File: src/rtl/display_scan_buffer_pkg.sv
// Shared definitions for the display scan buffer: the 5-bit character
// encoding, the blank (NULL) code and the buffer control state type.
package display_pkg;

  localparam logic [4:0] NULL_CODE = 5'h1F;

  // Hex digits map directly onto their value; the remaining codes are glyphs.
  localparam logic [4:0] CH_0    = 5'h00;
  localparam logic [4:0] CH_1    = 5'h01;
  localparam logic [4:0] CH_2    = 5'h02;
  localparam logic [4:0] CH_3    = 5'h03;
  localparam logic [4:0] CH_4    = 5'h04;
  localparam logic [4:0] CH_5    = 5'h05;
  localparam logic [4:0] CH_6    = 5'h06;
  localparam logic [4:0] CH_7    = 5'h07;
  localparam logic [4:0] CH_8    = 5'h08;
  localparam logic [4:0] CH_9    = 5'h09;
  localparam logic [4:0] CH_A    = 5'h0A;
  localparam logic [4:0] CH_B    = 5'h0B;
  localparam logic [4:0] CH_C    = 5'h0C;
  localparam logic [4:0] CH_D    = 5'h0D;
  localparam logic [4:0] CH_E    = 5'h0E;
  localparam logic [4:0] CH_F    = 5'h0F;
  localparam logic [4:0] CH_DASH = 5'h10;
  localparam logic [4:0] CH_H    = 5'h11;
  localparam logic [4:0] CH_L    = 5'h12;
  localparam logic [4:0] CH_P    = 5'h13;
  localparam logic [4:0] CH_U    = 5'h14;

  typedef enum logic {
    ST_IDLE     = 1'b0,
    ST_CLEARING = 1'b1
  } scan_state_e;

endpackage

File: src/rtl/display_scan_buffer_scan_tick_gen.sv
// Digit scan timing: a SCAN_DIV-cycle dwell prescaler whose terminal count
// advances the scanned digit index, wrapping after NUM_DIGITS digits.
module scan_tick_gen #(
  parameter int SCAN_DIV   = 100000,
  parameter int NUM_DIGITS = 8,
  localparam int IDX_W     = (NUM_DIGITS > 1) ? $clog2(NUM_DIGITS) : 1
) (
  input  logic             clk,
  input  logic             rst_n,
  output logic [IDX_W-1:0] scan_idx
);

  localparam int PRE_W = (SCAN_DIV > 1) ? $clog2(SCAN_DIV) : 1;

  logic [PRE_W-1:0] r_presc;
  logic [IDX_W-1:0] r_scan_idx;
  logic             w_scan_tick;

  assign w_scan_tick = (r_presc == PRE_W'(SCAN_DIV - 1));
  assign scan_idx    = r_scan_idx;

  always_ff @(posedge clk or negedge rst_n) begin
    if (!rst_n) begin
      r_presc    <= '0;
      r_scan_idx <= '0;
    end else begin
      r_presc <= w_scan_tick ? '0 : r_presc + 1'b1;
      if (w_scan_tick) begin
        r_scan_idx <= (r_scan_idx == IDX_W'(NUM_DIGITS - 1)) ? '0 : r_scan_idx + 1'b1;
      end
    end
  end

endmodule

File: src/rtl/display_scan_buffer.sv
// Character shift buffer for a multiplexed NUM_DIGITS-digit display: pushes
// enter at cell 0, backspace removes the newest, clear blanks cells one per cycle.
module display_scan_buffer
  import display_pkg::*;
#(
  parameter int NUM_DIGITS = 8,
  parameter int SCAN_DIV   = 100000
) (
  input  logic                              clk,
  input  logic                              rst_n,
  input  logic                              char_valid,
  input  logic [4:0]                        char_code,
  output logic                              char_ready,
  input  logic                              cmd_backspace,
  input  logic                              cmd_clear,
  output logic [4:0]                        ln_binary,
  output logic [NUM_DIGITS-1:0]             an,
  output logic [$clog2(NUM_DIGITS+1)-1:0]   char_count
);

  localparam int IDX_W = (NUM_DIGITS > 1) ? $clog2(NUM_DIGITS) : 1;
  localparam int CNT_W = $clog2(NUM_DIGITS + 1);

  scan_state_e      r_state, w_state_next;
  logic [IDX_W-1:0] r_clr_idx, w_clr_idx_next;
  logic [CNT_W-1:0] r_count;
  logic [4:0]       r_cells     [NUM_DIGITS];
  logic [4:0]       w_cell_next [NUM_DIGITS];
  logic [IDX_W-1:0] w_scan_idx;
  logic             w_clear_start;
  logic             w_do_bs;
  logic             w_do_push;

  scan_tick_gen #(
    .SCAN_DIV   (SCAN_DIV),
    .NUM_DIGITS (NUM_DIGITS)
  ) u_scan_tick_gen (
    .clk      (clk),
    .rst_n    (rst_n),
    .scan_idx (w_scan_idx)
  );

  always_ff @(posedge clk or negedge rst_n) begin
    if (!rst_n) begin
      r_state   <= ST_IDLE;
      r_clr_idx <= '0;
    end else begin
      r_state   <= w_state_next;
      r_clr_idx <= w_clr_idx_next;
    end
  end

  // Priority clear > backspace > push; commands arriving while clearing are dropped.
  always_comb begin
    w_state_next   = r_state;
    w_clr_idx_next = r_clr_idx;
    w_clear_start  = 1'b0;
    w_do_bs        = 1'b0;
    w_do_push      = 1'b0;
    char_ready     = 1'b0;
    case (r_state)
      ST_IDLE: begin
        char_ready = !cmd_clear && !cmd_backspace;
        if (cmd_clear) begin
          w_clear_start  = 1'b1;
          w_state_next   = ST_CLEARING;
          w_clr_idx_next = '0;
        end else if (cmd_backspace) begin
          w_do_bs = (r_count != '0);
        end else if (char_valid) begin
          w_do_push = 1'b1;
        end
      end
      ST_CLEARING: begin
        if (r_clr_idx == IDX_W'(NUM_DIGITS - 1)) begin
          w_state_next   = ST_IDLE;
          w_clr_idx_next = '0;
        end else begin
          w_clr_idx_next = r_clr_idx + 1'b1;
        end
      end
      default: begin
        w_state_next   = ST_IDLE;
        w_clr_idx_next = '0;
      end
    endcase
  end

  genvar gi;
  generate
    for (gi = 0; gi < NUM_DIGITS; gi++) begin : g_cell
      logic [4:0] w_from_above;
      logic [4:0] w_from_below;
      logic       w_clr_hit;

      if (gi == NUM_DIGITS - 1) begin : g_top
        assign w_from_above = NULL_CODE;
      end else begin : g_mid_above
        assign w_from_above = r_cells[gi+1];
      end

      if (gi == 0) begin : g_bottom
        assign w_from_below = char_code;
      end else begin : g_mid_below
        assign w_from_below = r_cells[gi-1];
      end

      assign w_clr_hit = (r_state == ST_CLEARING) && (r_clr_idx == IDX_W'(gi));

      assign w_cell_next[gi] = w_clr_hit ? NULL_CODE    :
                               w_do_bs   ? w_from_above :
                               w_do_push ? w_from_below :
                                           r_cells[gi];
    end
  endgenerate

  always_ff @(posedge clk or negedge rst_n) begin
    if (!rst_n) begin
      for (int i = 0; i < NUM_DIGITS; i++) begin
        r_cells[i] <= NULL_CODE;
      end
    end else begin
      r_cells <= w_cell_next;
    end
  end

  // The count drops to zero as soon as a clear is taken, ahead of the cell wipe.
  always_ff @(posedge clk or negedge rst_n) begin
    if (!rst_n) begin
      r_count <= '0;
    end else if (w_clear_start) begin
      r_count <= '0;
    end else if (w_do_bs) begin
      r_count <= r_count - 1'b1;
    end else if (w_do_push && (r_count != CNT_W'(NUM_DIGITS))) begin
      r_count <= r_count + 1'b1;
    end
  end

  always_comb begin
    an = '1;
    if (r_state != ST_CLEARING) begin
      an[w_scan_idx] = 1'b0;
    end
  end

  assign ln_binary  = r_cells[w_scan_idx];
  assign char_count = r_count;

endmodule

File: config.mk
export PLATFORM = sky130hd
export DESIGN_NAME = display_scan_buffer
export DESIGN_NICKNAME = d
export VERILOG_FILES = /design/src/rtl/display_scan_buffer_pkg.sv /design/src/rtl/display_scan_buffer_scan_tick_gen.sv /design/src/rtl/display_scan_buffer.sv
export SDC_FILE = /design/constraint.sdc
export NUM_CORES = 1
export LEC_CHECK = 0
export CAP_MARGIN = 30
export CELL_PAD_IN_SITES_DETAIL_PLACEMENT = 1
export CELL_PAD_IN_SITES_GLOBAL_PLACEMENT = 2
export CORE_UTILIZATION = 41
export CTS_CLUSTER_SIZE = 25
export DETAILED_ROUTE_END_ITERATION = 7
export GPL_ROUTABILITY_DRIVEN = 0
export PLACE_DENSITY_LB_ADDON = 0.1
export SLEW_MARGIN = 20
export SYNTH_ARGS = -nofsm -noshare
export SYNTH_HDL_FRONTEND = slang
export SYNTH_SLANG_ARGS = --single-unit
File: constraint.sdc
create_clock -name clk -period 4 [get_ports clk]
set_clock_uncertainty 0.05 [all_clocks]
set_input_delay 1.2 -clock clk [delete_from_list [all_inputs] [get_ports clk]]
set_output_delay 1.2 -clock clk [all_outputs]
set_load 0.02 [all_outputs]
# --- Word-level counts from Yosys, hierarchy flattened ---
# Index checks and enable logic that the tools add are counted.
classes:
  shifts: 0
  reduce_logical: 24
  magnitude_cmp: 3
  div: 0
  mux: 50
  addsub: 5
  bitwise: 3
  multipliers: 0
  eq_ne: 11
op_table:
  columns: ["op", "n"]
  rows:
  - ["5-bit 2-to-1 mux", 26]
  - ["3-bit nonzero test", 9]
  - ["17-bit by 1-bit adder with 17-bit output (second input constant)", 1]
  - ["17-bit equality test (second input constant)", 1]
  - ["17-bit 2-to-1 mux", 1]
  - ["5-bit binary-select mux with 3-bit select", 1]
  - ["3-bit equality test (second input constant)", 5]
  - ["1-bit 2-to-1 mux", 12]
  - ["4-bit 2-to-1 mux", 3]
  - ["1-bit logical AND", 11]
  - ["3-bit 2-to-1 mux", 3]
  - ["8-bit 2-to-1 mux", 1]
  - ["8-bit NOT", 1]
  - ["3-bit by 1-bit adder with 3-bit output (second input constant)", 2]
  - ["3-bit by 2-bit equality test with 1-bit output (second input constant)", 2]
  - ["3-bit case mux with 2 select lines", 1]
  - ["4-bit by 1-bit adder with 4-bit output (second input constant)", 1]
  - ["4-bit greater-or-equal comparator (second input constant)", 1]
  - ["3-bit by 4-bit less-than comparator with 1-bit output (second input constant)", 1]
  - ["4-bit != test (second input constant)", 1]
  - ["3-bit NOT with 4-bit output", 1]
  - ["4-bit nonzero test", 1]
  - ["4-bit by 1-bit subtractor with 4-bit output (second input constant)", 1]
  - ["1-bit demux with 3-bit select", 1]
  - ["7 further kinds", 8]
word_totals:
  n_memories: 0
  output_inout_bits: 18
  inputBits: 10
  latch_bits: 0
  ramBits: 0
  reg_bits: 68
  rom_bits: 0

# --- Depth between registers and ports, before layout ---
depth:
  ltp_word: 8
  depth_mapped: 9
  depth_no_buf: 8

# --- Modules after synthesis ---
# Synthesis repeated with hierarchy kept, for this count alone.
unflattened:
  hier_cells: 402
  area_unflattened_um2: 3915.0
by_module_without_submodules:
  columns: ["mod", "instances", "cells_each", "area_each_um2", "seq_area_each_um2"]
  rows:
  - ["display_scan_buffer", 1, 318, 2942.8, 1251.2]
  - ["scan_tick_gen", 1, 84, 972.2, 500.5]

# --- Worst setup path before layout ---
# OpenSTA, ideal clock, no wires.
synth_path:
  kind: "input-to-output"
  start: "in cmd_backspace"
  end: "out char_ready"
  cell_stages: 1
  required_time_ps: 2750
  path_buffers: 0
  arrival_ps: 1685
  path_slack_ps: 1065
  path_cell_list: "nor3_1"
synth_via:
  elab_chain_cells: 3
synth_lines:
  columns: ["item", "line", "rtl"]
  rows:
  - ["start, declared", "display_scan_buffer.sv:14", "input logic cmd_backspace,"]
  - ["1-bit zero test", "display_scan_buffer.sv:63", "char_ready = !cmd_clear && !cmd_backspace;"]
  - ["1-bit logical AND", "display_scan_buffer.sv:63", null]
  - ["1-bit 2-to-1 mux", "display_scan_buffer.sv:61", "case (r_state)"]
  - ["end, declared", "display_scan_buffer.sv:13", "output logic char_ready,"]
# Every way passes these cells.

# --- Worst setup path after layout ---
# Ends and elaborated chain as after synthesis.

==> metrics.txt <==
asr flop ratio synth 100%; routed wl met3 195 um; Clock Path Buffers 2; number of global-route vias before repair 3089; CP startpoint cmd_backspace; Final Power approximately 2.7 mW; All-Layer GR Usage 21.1%; clk sink count 68; r2r worst-path depth 8; Clock Power Share 23.5%; Avg Vias per Cell 5.73; crit-path most repeated cell clkdlybuf4s50_1; sw frac 34.5%; Hold WC Path Type reg2reg; Num CTS Buffers 9; highest routed layer met4; DP HPWL 6.32 mm; met2 routed WL 4.74 mm; Synth cell types 45; Max Cap Viol 0; syn nets 390; root buffer cell clkbuf_8; Area growth syn-to-layout 14.6%; CTS H-tree lvls 3; Fill cells about 990; hold path depth 2; Reg clk slew, reported paths 70 ps; Comb power frac 29.3%; Final ANT Viol Nets 0; TNS Setup 0 ps; most frequent cells in the layout 59 x nand2_1, 43 x nand3_1, 40 x dfstp_2, 27 x dfrtp_1, 26 x clkdlybuf4s50_1; Worst EP required 2750 ps; Sequential Power Share 47.2%; Max Freq about 270 MHz; WP data arrival 2510 ps; I/O pins 28; Tcrit/Tclk final 94.1%; P_int about 1.8 mW; EDFF count, synth 0; crit end category output port; number of synthesized register bits between 60 and 70; row count 34; syn_area_per_cell 10.2 um2; port bufs 27; buffers plus inverters on the worst setup path 2; Slew Viols, Final 0; initial antenna violation count 0; via count just under 3000; number of cells on the critical path 3; drt initial violations 152; RSZ-0062 raised after global routing no; drt pass-1 iters 4; # setup viols final 0; final hold vios 0; DIE AREA 9590 um2; largest net degree at the start of global routing 69; kind of critical path in2out; Clock Latency Late Sink approximately 350 ps; Lkg Pwr 1.77 nW; ys flop type dfstp_2; Detailed Route WL 9.32 mm; slew margin rel. a little over half; worst-path cell chain clkdlybuf4s50_1, nor3_1, clkdlybuf4s50_1; initial core utilization 42.8%; min Tclk post-route 3760 ps; dpl cells just under 500; CP max FO 5; Post-Synthesis Cell Area 3770 um2; synth warn 0; Worst-Margin Slew a little under 700 ps; startpoint type of the worst setup path input port; slowest CP cell clkdlybuf4s50_1; Nets roughly 410; die width 97.9 um; first-pass GRT wire length around 16 mm; status finished, final reports clean; final worst setup slack 235 ps; share of layout cells above drive strength 1 22.3%; number of diodes 0; CTS tree yes; RR Startpoint char_count[0]; final non-filler cell total 507; Worst path top cell family by delay buffers and inverters; WL met1 around 4.2 mm; VDD IR-drop max 201 uV; leading cell type in the layout, fill and taps excluded nand2_1; CP peak stage delay between 600 and 700 ps; pre-CTS setup slack between 200 and 250 ps; GRT overflow 0; PwrDens 625 nW/um2; CORE AREA 8810 um2; Post-Synthesis Cells 370; drc violations 0; NetSw 0.933 mW; Routed WL per cell 18.4 um; die height 97.9 um; post-synthesis sequential area ratio a little under half; Worst Hold Launch g_cell[5].w_from_above[0]
## synth_stat cells, types with 2 or more instances
library cell	n	area, um2
a21oi_1	7	35.0
a22oi_1	24	180
a31oi_1	4	25.0
buf_2	10	50.1
buf_4	2	15.0
buf_6	6	67.6
clkbuf_1	4	15.0
dfrtp_1	28	701
dfstp_2	40	1050
ha_1	10	125
inv_1	8	30.0
mux2_2	8	90.1
mux2i_1	9	90.1
mux4_2	10	225
nand2_1	59	221
nand3_1	43	215
nand4_1	7	43.8
nor2_1	25	93.8
nor2b_1	4	25.0
nor3_1	10	50.1
nor4_1	2	12.5
nor4b_1	3	26.3
o21ai_0	8	40.0
o21ai_1	2	10.0
o31ai_1	4	30.0
xnor2_1	12	105
xor2_1	3	26.3
## worst reg2reg max path, cell delays in order, from the launching register on
cell      delay (ps)
dfrtp_1          510
or4_4            610
nand2_1          230
o21ai_0          130
ha_1             240
o21a_1           120
o21ai_0          140
o211ai_1         110
a31oi_1          160
## sequential cells by signal, summed over array words and instances (netlist names)
signal and flops:
r_state 1, u_scan_tick_gen.scan_idx 3, g_cell.w_from_below 5, char_count 4
g_cell.w_from_above 35, u_scan_tick_gen.r_presc 17, r_clr_idx 3
## cells by family after synthesis
family / count (synthesis) / share of synthesized area, %
DFF: 68 / 46.4
buffers and inverters: 30 / 4.71
adders and majority gates: 10 / 3.32
AOI/OAI and AO/OA: 55 / 10.3
xor gates and xnor gates: 15 / 3.48
and+or+nand+nor: 165 / 21.0
muxes: 27 / 10.7
## final timing paths
kind / end / slack, ps
setup reg to reg: char_count[2] / 1620
min in group asynchronous: u_scan_tick_gen.scan_idx[0] / 840
hold / removal: g_cell[6].w_from_above[0] / 450
setup / recovery: char_ready / 240
hold reg to reg: g_cell[6].w_from_above[0] / 450
max in group asynchronous: g_cell[5].w_from_above[0] / 2440
## cell type report
class                   count  area [um2]  share of cell area, %
multi-input cells         272        1850                   42.8
clock inverters             4        72.6                   1.68
flip-flops and latches     68        1750                   40.5
well taps                 108         135                   3.13
inverters                   8        30.0                  0.695
clock buffers              12         145                   3.36
repair buffers             35         338                   7.81
## power groups by stage
stage	Clock, mW	Combinational, mW	Sequential [mW]
after global routing	0.680	0.891	1.31
after detailed placement	0	0.799	1.29
final	0.634	0.793	1.28
after global placement	0	0.770	1.29
after floorplan	0	0.604	1.19
after CTS	0.659	0.805	1.28
## per-layer routing
metal  up-vias  track usage (%)
met3        12             3.87
li1       1379                -
met1      1473             26.8
met5         -                0
met4         0             7.11
met2        41             36.2
## metrics by stage
step | utilization (%) | hold WS, ps | instance area (um2)
final | 49.1 | 446 | 4320
after global routing | 49.1 | 471 | 4320
after CTS | 48.8 | 454 | 4300
after detailed placement | 46.4 | 440 | 4080
after global placement | 46.4 | 435 | 4080
after floorplan | - | 416 | 3770
## what timing repair did
action	4_1_cts	5_1_grt
endpoints found under the setup margin	0	2
setup buffers	0	0
hold buffers	0	0
gates resized for setup	0	1
endpoints found under the hold margin	0	0
(Power assumes the default switching activity.)
